`src/rtl/skin_bbox_pkg.sv`:
```
// Shared constants for the skin_bbox block: default YCbCr skin
// window, counter widths and the two-state FSM encoding.
package skin_bbox_pkg;

  localparam logic [7:0] Y_MIN  = 8'd16;
  localparam logic [7:0] CB_MIN = 8'd77;
  localparam logic [7:0] CB_MAX = 8'd127;
  localparam logic [7:0] CR_MIN = 8'd133;
  localparam logic [7:0] CR_MAX = 8'd173;

  localparam int CW = 11;
  localparam int NW = 21;

  localparam logic [0:0] WAIT_VSYNC = 1'b0;
  localparam logic [0:0] ACTIVE     = 1'b1;

endpackage

```
`src/rtl/skin_bbox_if.sv`:
```
// YCbCr pixel stream with syncs entering skin_bbox.
// master drives de/hsync/vsync and Y/Cb/Cr, slave samples them.
interface skin_bbox_if;

  logic       de_in;
  logic       hsync_in;
  logic       vsync_in;
  logic [7:0] Y;
  logic [7:0] Cb;
  logic [7:0] Cr;

  modport master (
    output de_in, hsync_in, vsync_in,
    output Y, Cb, Cr
  );

  modport slave (
    input de_in, hsync_in, vsync_in,
    input Y, Cb, Cr
  );

endinterface

```
`src/rtl/skin_classify.sv`:
```
// Skin window compare (skin: combinational) plus a one-ce-cycle
// register stage for mask_out and the de/hsync/vsync syncs.
module skin_classify
  import skin_bbox_pkg::*;
#(
  parameter logic [7:0] P_Y_MIN  = Y_MIN,
  parameter logic [7:0] P_CB_MIN = CB_MIN,
  parameter logic [7:0] P_CB_MAX = CB_MAX,
  parameter logic [7:0] P_CR_MIN = CR_MIN,
  parameter logic [7:0] P_CR_MAX = CR_MAX
) (
  input  logic       clk,
  input  logic       rst_n,
  input  logic       ce,
  input  logic       de,
  input  logic       hsync,
  input  logic       vsync,
  input  logic [7:0] y,
  input  logic [7:0] cb,
  input  logic [7:0] cr,
  output logic       skin,
  output logic       mask_out,
  output logic       de_out,
  output logic       hsync_out,
  output logic       vsync_out
);

  assign skin = de
    & (y >= P_Y_MIN)
    & (cb >= P_CB_MIN) & (cb <= P_CB_MAX)
    & (cr >= P_CR_MIN) & (cr <= P_CR_MAX);

  always_ff @(posedge clk or negedge rst_n) begin
    if (!rst_n) begin
      mask_out  <= 1'b0;
      de_out    <= 1'b0;
      hsync_out <= 1'b0;
      vsync_out <= 1'b0;
    end else if (ce) begin
      mask_out  <= skin;
      de_out    <= de;
      hsync_out <= hsync;
      vsync_out <= vsync;
    end
  end

endmodule

```
`src/rtl/skin_bbox.sv`:
```
// Skin mask stream plus per-frame bounding box / pixel count,
// published on each vsync rising edge with a frame_valid pulse.
module skin_bbox
  import skin_bbox_pkg::*;
(
  input  logic          clk,
  input  logic          rst_n,
  input  logic          ce,
  skin_bbox_if.slave    pix,
  output logic          mask_out,
  output logic          de_out,
  output logic          hsync_out,
  output logic          vsync_out,
  output logic          frame_valid,
  output logic          skin_found,
  output logic [CW-1:0] x_min,
  output logic [CW-1:0] x_max,
  output logic [CW-1:0] y_min,
  output logic [CW-1:0] y_max,
  output logic [NW-1:0] skin_count
);

  logic          skin;
  logic          vs_rise;
  logic          de_fall;
  logic          acc_go;
  logic          publish;
  logic [0:0]    state;
  logic [CW-1:0] x_cnt, y_cnt;
  logic [CW-1:0] cx, cy, nx, ny;
  logic [CW-1:0] a_xmin, a_xmax;
  logic [CW-1:0] a_ymin, a_ymax;
  logic [NW-1:0] a_cnt;
  logic          a_found;
  logic [CW-1:0] n_xmin, n_xmax;
  logic [CW-1:0] n_ymin, n_ymax;
  logic [NW-1:0] n_cnt;
  logic          n_found;

  // The registered syncs double as the edge-detect history.
  skin_classify u_cls (
    .clk       (clk),
    .rst_n     (rst_n),
    .ce        (ce),
    .de        (pix.de_in),
    .hsync     (pix.hsync_in),
    .vsync     (pix.vsync_in),
    .y         (pix.Y),
    .cb        (pix.Cb),
    .cr        (pix.Cr),
    .skin      (skin),
    .mask_out  (mask_out),
    .de_out    (de_out),
    .hsync_out (hsync_out),
    .vsync_out (vsync_out)
  );

  assign vs_rise = ~vsync_out & pix.vsync_in;
  assign de_fall = de_out & ~pix.de_in;
  assign acc_go  = (state == ACTIVE) | vs_rise;
  assign publish = (state == ACTIVE) & vs_rise;

  // A pixel on the vsync edge sits at (0,0) of the new frame.
  always_comb begin
    cx = vs_rise ? '0 : x_cnt;
    cy = vs_rise ? '0 : y_cnt;
    nx = cx;
    ny = cy;
    if (pix.de_in) begin
      if (cx != '1) nx = cx + CW'(1);
    end else if (de_fall) begin
      nx = '0;
      if (!vs_rise && cy != '1) ny = cy + CW'(1);
    end
  end

  always_comb begin
    n_xmin  = vs_rise ? '1 : a_xmin;
    n_xmax  = vs_rise ? '0 : a_xmax;
    n_ymin  = vs_rise ? '1 : a_ymin;
    n_ymax  = vs_rise ? '0 : a_ymax;
    n_cnt   = vs_rise ? '0 : a_cnt;
    n_found = vs_rise ? 1'b0 : a_found;
    if (acc_go && skin) begin
      if (cx < n_xmin) n_xmin = cx;
      if (cx > n_xmax) n_xmax = cx;
      if (cy < n_ymin) n_ymin = cy;
      if (cy > n_ymax) n_ymax = cy;
      if (n_cnt != '1) n_cnt = n_cnt + NW'(1);
      n_found = 1'b1;
    end
  end

  always_ff @(posedge clk or negedge rst_n) begin
    if (!rst_n) begin
      state   <= WAIT_VSYNC;
      x_cnt   <= '0;
      y_cnt   <= '0;
      a_xmin  <= '0;
      a_xmax  <= '0;
      a_ymin  <= '0;
      a_ymax  <= '0;
      a_cnt   <= '0;
      a_found <= 1'b0;
    end else if (ce) begin
      if (vs_rise) state <= ACTIVE;
      x_cnt   <= nx;
      y_cnt   <= ny;
      a_xmin  <= n_xmin;
      a_xmax  <= n_xmax;
      a_ymin  <= n_ymin;
      a_ymax  <= n_ymax;
      a_cnt   <= n_cnt;
      a_found <= n_found;
    end
  end

  // Empty frames publish zeros, not the all-ones clear value.
  always_ff @(posedge clk or negedge rst_n) begin
    if (!rst_n) begin
      frame_valid <= 1'b0;
      skin_found  <= 1'b0;
      x_min       <= '0;
      x_max       <= '0;
      y_min       <= '0;
      y_max       <= '0;
      skin_count  <= '0;
    end else if (ce) begin
      frame_valid <= publish;
      if (publish) begin
        skin_found <= a_found;
        skin_count <= a_cnt;
        x_min      <= a_found ? a_xmin : '0;
        x_max      <= a_found ? a_xmax : '0;
        y_min      <= a_found ? a_ymin : '0;
        y_max      <= a_found ? a_ymax : '0;
      end
    end
  end

endmodule
```
`src/flat_wrapper.sv`:
```
// flat-port wrapper written by rule: the top's interface ports become plain ports
module skin_bbox_flat import skin_bbox_pkg::*;
  (clk, rst_n, ce, mask_out, de_out, hsync_out, vsync_out, frame_valid, skin_found, x_min, x_max, y_min, y_max, skin_count, pix_de_in, pix_hsync_in, pix_vsync_in, pix_Y, pix_Cb, pix_Cr);
  skin_bbox_if pix_i ();
  input  logic clk;
  input  logic rst_n;
  input  logic ce;
  output logic mask_out;
  output logic de_out;
  output logic hsync_out;
  output logic vsync_out;
  output logic frame_valid;
  output logic skin_found;
  output logic [CW-1:0] x_min;
  output logic [CW-1:0] x_max;
  output logic [CW-1:0] y_min;
  output logic [CW-1:0] y_max;
  output logic [NW-1:0] skin_count;
  input wire logic [$bits(pix_i.de_in)-1:0] pix_de_in;
  input wire logic [$bits(pix_i.hsync_in)-1:0] pix_hsync_in;
  input wire logic [$bits(pix_i.vsync_in)-1:0] pix_vsync_in;
  input wire logic [$bits(pix_i.Y)-1:0] pix_Y;
  input wire logic [$bits(pix_i.Cb)-1:0] pix_Cb;
  input wire logic [$bits(pix_i.Cr)-1:0] pix_Cr;
  assign pix_i.de_in = pix_de_in;
  assign pix_i.hsync_in = pix_hsync_in;
  assign pix_i.vsync_in = pix_vsync_in;
  assign pix_i.Y = pix_Y;
  assign pix_i.Cb = pix_Cb;
  assign pix_i.Cr = pix_Cr;
  skin_bbox u_core (.clk(clk), .rst_n(rst_n), .ce(ce), .pix(pix_i), .mask_out(mask_out), .de_out(de_out), .hsync_out(hsync_out), .vsync_out(vsync_out), .frame_valid(frame_valid), .skin_found(skin_found), .x_min(x_min), .x_max(x_max), .y_min(y_min), .y_max(y_max), .skin_count(skin_count));
endmodule
```
`config.mk`:
```
export PLATFORM = sky130hd
export DESIGN_NAME = skin_bbox_flat
export DESIGN_NICKNAME = d
export VERILOG_FILES = /design/src/rtl/skin_bbox_pkg.sv /design/src/rtl/skin_bbox_if.sv /design/src/rtl/skin_classify.sv /design/src/rtl/skin_bbox.sv /design/src/flat_wrapper.sv
export SDC_FILE = /design/constraint.sdc
export NUM_CORES = 1
export LEC_CHECK = 0
export BUFFER_PORTS_ARGS = -buffer_cell sky130_fd_sc_hd__buf_2
export CORE_ASPECT_RATIO = 1.5
export CORE_UTILIZATION = 35
export DETAILED_ROUTE_END_ITERATION = 8
export HOLD_SLACK_MARGIN = 0.02
export PLACE_DENSITY = 0.53
export RECOVER_POWER = 25
export SLEW_MARGIN = 30
export SYNTH_ARGS = -nofsm -noshare
export SYNTH_HDL_FRONTEND = slang
export SYNTH_HIERARCHICAL = 1
export SYNTH_SLANG_ARGS = --single-unit
```
`constraint.sdc`:
```
create_clock -name clk -period 3.2 [get_ports clk]
set_input_delay 0.32 -clock clk [delete_from_list [all_inputs] [get_ports clk]]
set_output_delay 0.32 -clock clk [all_outputs]
set_load 0.02 [all_outputs]
```
==> impl_metrics.yaml, run 1 <==
status:
  status: "finished with violations"
  violations: "max-capacitance violations, max-slew violations"
global_routing:
  grt_max_degree: 68
  grt_use_total_pct: 18.0
  grt_pass1_wl_mm: 34.2
  antenna_found_initial: 0
  grt_pass1_vias: 6423
  grt.overflow.total: 0
timing:
  relSlewSlack_pct: -16.8
  tightest_slew_ns: 1.75
  slew_violations: 67
  tns_ns: 0
  hold_viol: 0
  rsz0062_at_grt: "false"
  clock.fmax_ghz: 0.342
  min_period_ns: 2.92
  fin_crit_sh_pct: 91.3
  setup_viol: 0
  fin_skew_ns: 0.00981
detailed_routing:
  wl_per_cell_um: 15.6
  post-route-drc-count: 0
  first_pass_iters: 4
  drt_iter0_drc: 291
  drt-total-wl_mm: 20.5
  via_per_inst: 5.05
  ant_nets: 0
  vias: 6637
job:
  maxCapViolCount: 1
synthesis:
  synth_top_area_cell: "dfrtp_1"
  syn-num-nets: 953
  syn_area_um2: 8310
  synth_cell_types: 65
  ys_warn_count: 6
  synth.area.top_cells: "dfrtp_1, nand2_1, ha_1"
  ys_ff_latch: 160
  yosysTopAreaCellShare_pct: 48.2
  synth_ff_type: "dfrtp_1"
  async_reset_ff_share_pct: 100
  syn-instance-count: 886
  avgSynthCellArea_um2: 9.38
  yosysSeqAreaShare_pct: 48.2
  synth_edf_count: 0
pwr:
  p_comb_share_pct: 13.7
  peakVddDrop_mv: 0.372
  internal_power_w: 0.00354
  cellPowerDensity_nw_per_um2: 500
  power_switching_w: 0.00140
  sw_frac_of_total_pct: 28.3
  p_clk_share_pct: 40.9
  leakagePower_nw: 4.91
  seqPwrFrac_pct: 45.4
floorplanning:
  rows: 68
  start_util_pct: 35.9
  die_w_um: 128
  die_h_um: 191
  die-area_um2: 24400
  ios: 101
  core_um2: 23100
critical_path:
  worstSetupStartpointType: "flip-flop"
  critPathKind: "reg2reg"
  endpoint_kind: "flip-flop"
  crit_path_max_fanout: 45
  critPathArrivalTime_ns: 3.29
  cp_slowest_cell: "nor3_2"
  worstPathRequired_ns: 3.57
  cp_cell_sequence: "nand2b_2, buf_12, buf_4, nand2_1, inv_1, ha_1, nand3b_1, a211oi_1, o21ai_0, and4_1, nor3_2, a22o_1"
  slowest_delay_ns: 0.58
cells_and_area:
  post-route-util_pct: 42.7
  layout.nets: 1053
  fill_cells: 2370
  final_cell_mix: "nand2_1, dfrtp_1, buf_2"
  area_growth_pct: 18.8
  diodes: 0
  drive_gt1_share_pct: 20.1
  top_regs: "u_core/a_cnt x21, u_core/skin_count x21"
  final_common_cell: "nand2_1"
placement:
  gp_congestion: 0.867
  numPortBuffers: 96
  dp_hpwl_mm: 15.1
clock_network:
  post_cts_resize_count: 0
  clk_latency_ns: 0.43
  cts-root-buf: "clkbuf_16"
  cts_tree: "yes"
  cts_sinks: 160
  clockBufferDepth: 2
  cts_made_buffers: 17
  htree_levels: 4
  clk_pin_slew_ns: 0.07
worst_hold_path:
  hold_path.class: "in2reg"
==> final cells by class <==
type | instances | area (µm²) | share of cell area (%)
clock buffers | 17 | 425 | 4.31
clock inverters | 15 | 156 | 1.58
inverters | 33 | 124 | 1.25
multi-input cells | 644 | 4000 | 40.5
flip-flops and latches | 160 | 4010 | 40.6
well taps | 315 | 394 | 3.99
repair buffers | 130 | 772 | 7.82
==> worst paths after layout <==
kind | from | endpoint | slack (ns) | cells past startpoint
worst max register to register | u_core/u_cls/vsync_out | u_core/a_ymax[4] | 0.28 | 12
min in group asynchronous | rst_n | u_core/skin_count[2] | 0.91 | 2
worst max-delay path | u_core/u_cls/vsync_out | u_core/a_ymax[4] | 0.28 | 12
max in group asynchronous | rst_n | u_core/a_ymin[3] | 1.10 | 4
worst min-delay path | pix_hsync_in | u_core/u_cls/hsync_out | 0.10 | 2
worst min register to register | u_core/y_min[6] | u_core/y_min[6] | 0.47 | 2
==> metrics by stage <==
stage	worst slack, ns	std cells	hold slack, ns	power [W]	area [µm²]
2_1_floorplan	0.00651	886	0.0244	0.00269	8350
5_1_grt	0.0415	1314	0.0855	0.00520	9870
6_report	0.280	1314	0.105	0.00494	9870
3_5_place_dp	0.122	1281	0.384	0.00297	9290
3_3_place_gp	0.152	1281	0.383	0.00296	9290
4_1_cts	0.232	1314	0.0790	0.00502	9880
==> timing repair <==
action	4_1_cts	5_1_grt
setup buffers	0	0
hold buffers	1	0
endpoints found under the hold margin	64	0
==> cells in the mapped netlist, types with 8 or more instances <==
| library cell | count |
|---|---|
| a21oi_1 | 23 |
| a22o_1 | 23 |
| and3_1 | 14 |
| clkbuf_1 | 35 |
| dfrtp_1 | 160 |
| ha_1 | 37 |
| inv_1 | 32 |
| mux2_2 | 25 |
| mux2i_1 | 21 |
| nand2_1 | 189 |
| nand3_1 | 30 |
| nand4_1 | 18 |
| nor2_1 | 62 |
| nor3_1 | 8 |
| o21ai_0 | 66 |
| xnor2_1 | 10 |
| xor2_1 | 22 |
==> power groups by stage <==
stage | Combinational (W) | Clock, W | Sequential (W)
2_1_floorplan | 0.000398 | 0 | 0.00229
3_3_place_gp | 0.000680 | 0 | 0.00228
3_5_place_dp | 0.000687 | 0 | 0.00228
4_1_cts | 0.000690 | 0.00209 | 0.00224
5_1_grt | 0.000762 | 0.00218 | 0.00226
6_report | 0.000675 | 0.00202 | 0.00224
==> metal layers <==
| layer | global-route usage [%] | up-vias | share of wire (%) |
|---|---|---|---|
| met1 | 23.3 | 3163 | 46 |
| met4 | 7.29 | 0 | 2.2 |
| met5 | 0 | - | 0 |
| li1 | - | 3296 | - |
| met3 | 3.28 | 34 | 3.6 |
| met2 | 29.7 | 144 | 48 |
==> worst max-delay path, delay by kind of cell, from the launching register on <==
kind                       cells  cell delay [ns]
adders and majority gates      1             0.20
and+or+nand+nor                5             1.15
AOI/OAI and AO/OA              3             0.55
DFF                            1             0.39
buffers and inverters          3             0.56
==> cell families after synthesis <==
family                     Yosys count  synth area share (%)
buffers and inverters               82                  4.03
xor gates and xnor gates            32                  3.37
DFF                                160                  48.2
AOI/OAI and AO/OA                  163                  12.6
adders and majority gates           37                  5.57
and+or+nand+nor                    365                  20.2
muxes                               47                  6.05
(Power assumes the default switching activity.)
==> run 2: changes to the inputs <==
- PLACE_DENSITY: 0.53 -> 0.54
==> run 2 against run 1 <==
Net effect:
- the run still ends with max-capacitance violations, max-slew violations left
- register-to-register slack hardly changed
- flip-flop and latch count stayed put
- clock-buffer cell count stayed put
- maximum frequency is 0.46% higher
- utilization is 0.19 points higher
- power is 3.5% higher
- highest routed layer unchanged
==> impl_metrics.yaml, run 2 (synthesis results as in run 1) <==
status:
  status: "finished with violations"
  violations: "max-capacitance violations, max-slew violations"
detailed_routing:
  post-route-drc-count: 0
  vias: 6618
  route.met2.wl_mm: 10.2
  first_pass_iters: 5
  top_layer: "met4"
  drt_iter0_drc: 313
  via_per_inst: 5.04
  ant_nets: 0
  wirelength_met1_mm: 9.67
  wl_met3_um: 647
  wl_per_cell_um: 15.9
  drt-total-wl_mm: 20.8
floorplanning:
  die_w_um: 128
  ios: 101
  rows: 68
  core_um2: 23100
  die_h_um: 191
  die-area_um2: 24400
  start_util_pct: 35.9
global_routing:
  grt_pass1_wl_mm: 34.8
  grt.overflow.total: 0
  grt_max_degree: 77
  antenna_found_initial: 0
  grt_use_total_pct: 18.2
  grt_pass1_vias: 6717
timing:
  min_period_ns: 2.91
  whs_ns: 0.101
  hold_viol: 0
  tightest_slew_ns: 2.00
  fin_skew_ns: 0.00727
  slew_violations: 76
  rsz0062_at_grt: "false"
  setup_viol: 0
  relSlewSlack_pct: -33.2
  fin_crit_sh_pct: 90.8
  tns_ns: 0
  clock.fmax_ghz: 0.344
cells_and_area:
  post-route-util_pct: 42.9
  fill_cells: 2370
  top_regs: "u_core/a_cnt x21, u_core/skin_count x21"
  area_growth_pct: 19.3
  final_common_cell: "nand2_1"
  diodes: 0
  final_area_um2: 9920
  layout.nets: 1053
  drive_gt1_share_pct: 18.1
  final_cell_mix: "nand2_1, dfrtp_1, buf_2"
pwr:
  internal_power_w: 0.00370
  p_clk_share_pct: 42.9
  sw_frac_of_total_pct: 27.6
  power_switching_w: 0.00141
  cellPowerDensity_nw_per_um2: 515
  peakVddDrop_mv: 0.330
  p_comb_share_pct: 13.4
  seqPwrFrac_pct: 43.7
  leakagePower_nw: 4.84
clock_network:
  htree_levels: 4
  clk_pin_slew_ns: 0.07
  cts_made_buffers: 17
  clk_latency_ns: 0.43
  post_cts_buffers: 0
  cts_tree: "yes"
  cts-root-buf: "clkbuf_16"
  clockBufferDepth: 2
  cts_sinks: 160
critical_path:
  critPathArrivalTime_ns: 3.22
  crit_path_max_fanout: 30
  worstSetupStartpointType: "flip-flop"
  critPathKind: "reg2reg"
  worstPathRequired_ns: 3.52
  endpoint_kind: "flip-flop"
placement:
  gp_congestion: 0.853
  numPortBuffers: 96
  dpl_cell_area_um2: 9310
  dp_hpwl_mm: 15.0
job:
  maxCapViolCount: 1
worst_hold_path:
  hold_path.class: "in2reg"
## run 2: final cells by class
| cell class | instances | area (µm²) | area share [%] |
|---|---|---|---|
| flip-flops and latches | 160 | 4010 | 40.4 |
| multi-input cells | 644 | 4000 | 40.4 |
| repair buffers | 130 | 759 | 7.66 |
| clock buffers | 17 | 425 | 4.29 |
| well taps | 315 | 394 | 3.97 |
| clock inverters | 15 | 208 | 2.09 |
| inverters | 33 | 124 | 1.25 |
## run 2: critical path, stage by stage, from the launching register on
cell and delay, ns:
dfrtp_2 0.43, nand2b_2 0.22, buf_12 0.18, nand2_1 0.14, inv_1 0.10, ha_1 0.34
a21oi_1 0.08, a311oi_1 0.29, a21oi_1 0.08, and4_1 0.24, o31a_1 0.45, a22o_1 0.24
## run 2: layer usage
layer | track usage, % | vias to the layer above
li1 | - | 3283
met1 | 23.1 | 3184
met2 | 30.9 | 129
met3 | 3.20 | 22
met4 | 6.74 | 0
met5 | 0 | -
## run 2: final timing paths
kind                                         from  cells past startpoint                     end  slack (ns)
max                        u_core/u_cls/vsync_out                     11        u_core/a_ymax[3]        0.29
min                                  pix_hsync_in                      2  u_core/u_cls/hsync_out        0.10
max reg2reg                u_core/u_cls/vsync_out                     11        u_core/a_ymax[3]        0.29
min reg2reg                       u_core/x_min[0]                      2         u_core/x_min[0]        0.47
max in group asynchronous                   rst_n                      3         u_core/x_cnt[4]        0.95
min in group asynchronous                   rst_n                      2    u_core/skin_count[0]        0.96
## run 2: metrics by stage
stage	setup WS, ns	total power [W]	instances
after floorplan	0.00651	0.00269	886
after global placement	0.190	0.00296	1281
after CTS	0.185	0.00519	1314
after detailed placement	0.168	0.00297	1281
after global routing	0.119	0.00537	1314
final	0.293	0.00511	1314
## run 2: what timing repair did
action | in CTS | in global routing
resized for setup | 0 | 1
hold buffers | 1 | 0
setup endpoints to repair | 0 | 9
hold endpoints to repair | 73 | 0
## run 2: power groups by stage
stage | Clock [W] | Combinational (W) | Sequential (W)
2_1_floorplan | 0 | 0.000398 | 0.00229
3_3_place_gp | 0 | 0.000687 | 0.00227
3_5_place_dp | 0 | 0.000697 | 0.00227
4_1_cts | 0.00225 | 0.000699 | 0.00223
5_1_grt | 0.00234 | 0.000776 | 0.00225
6_report | 0.00219 | 0.000685 | 0.00224
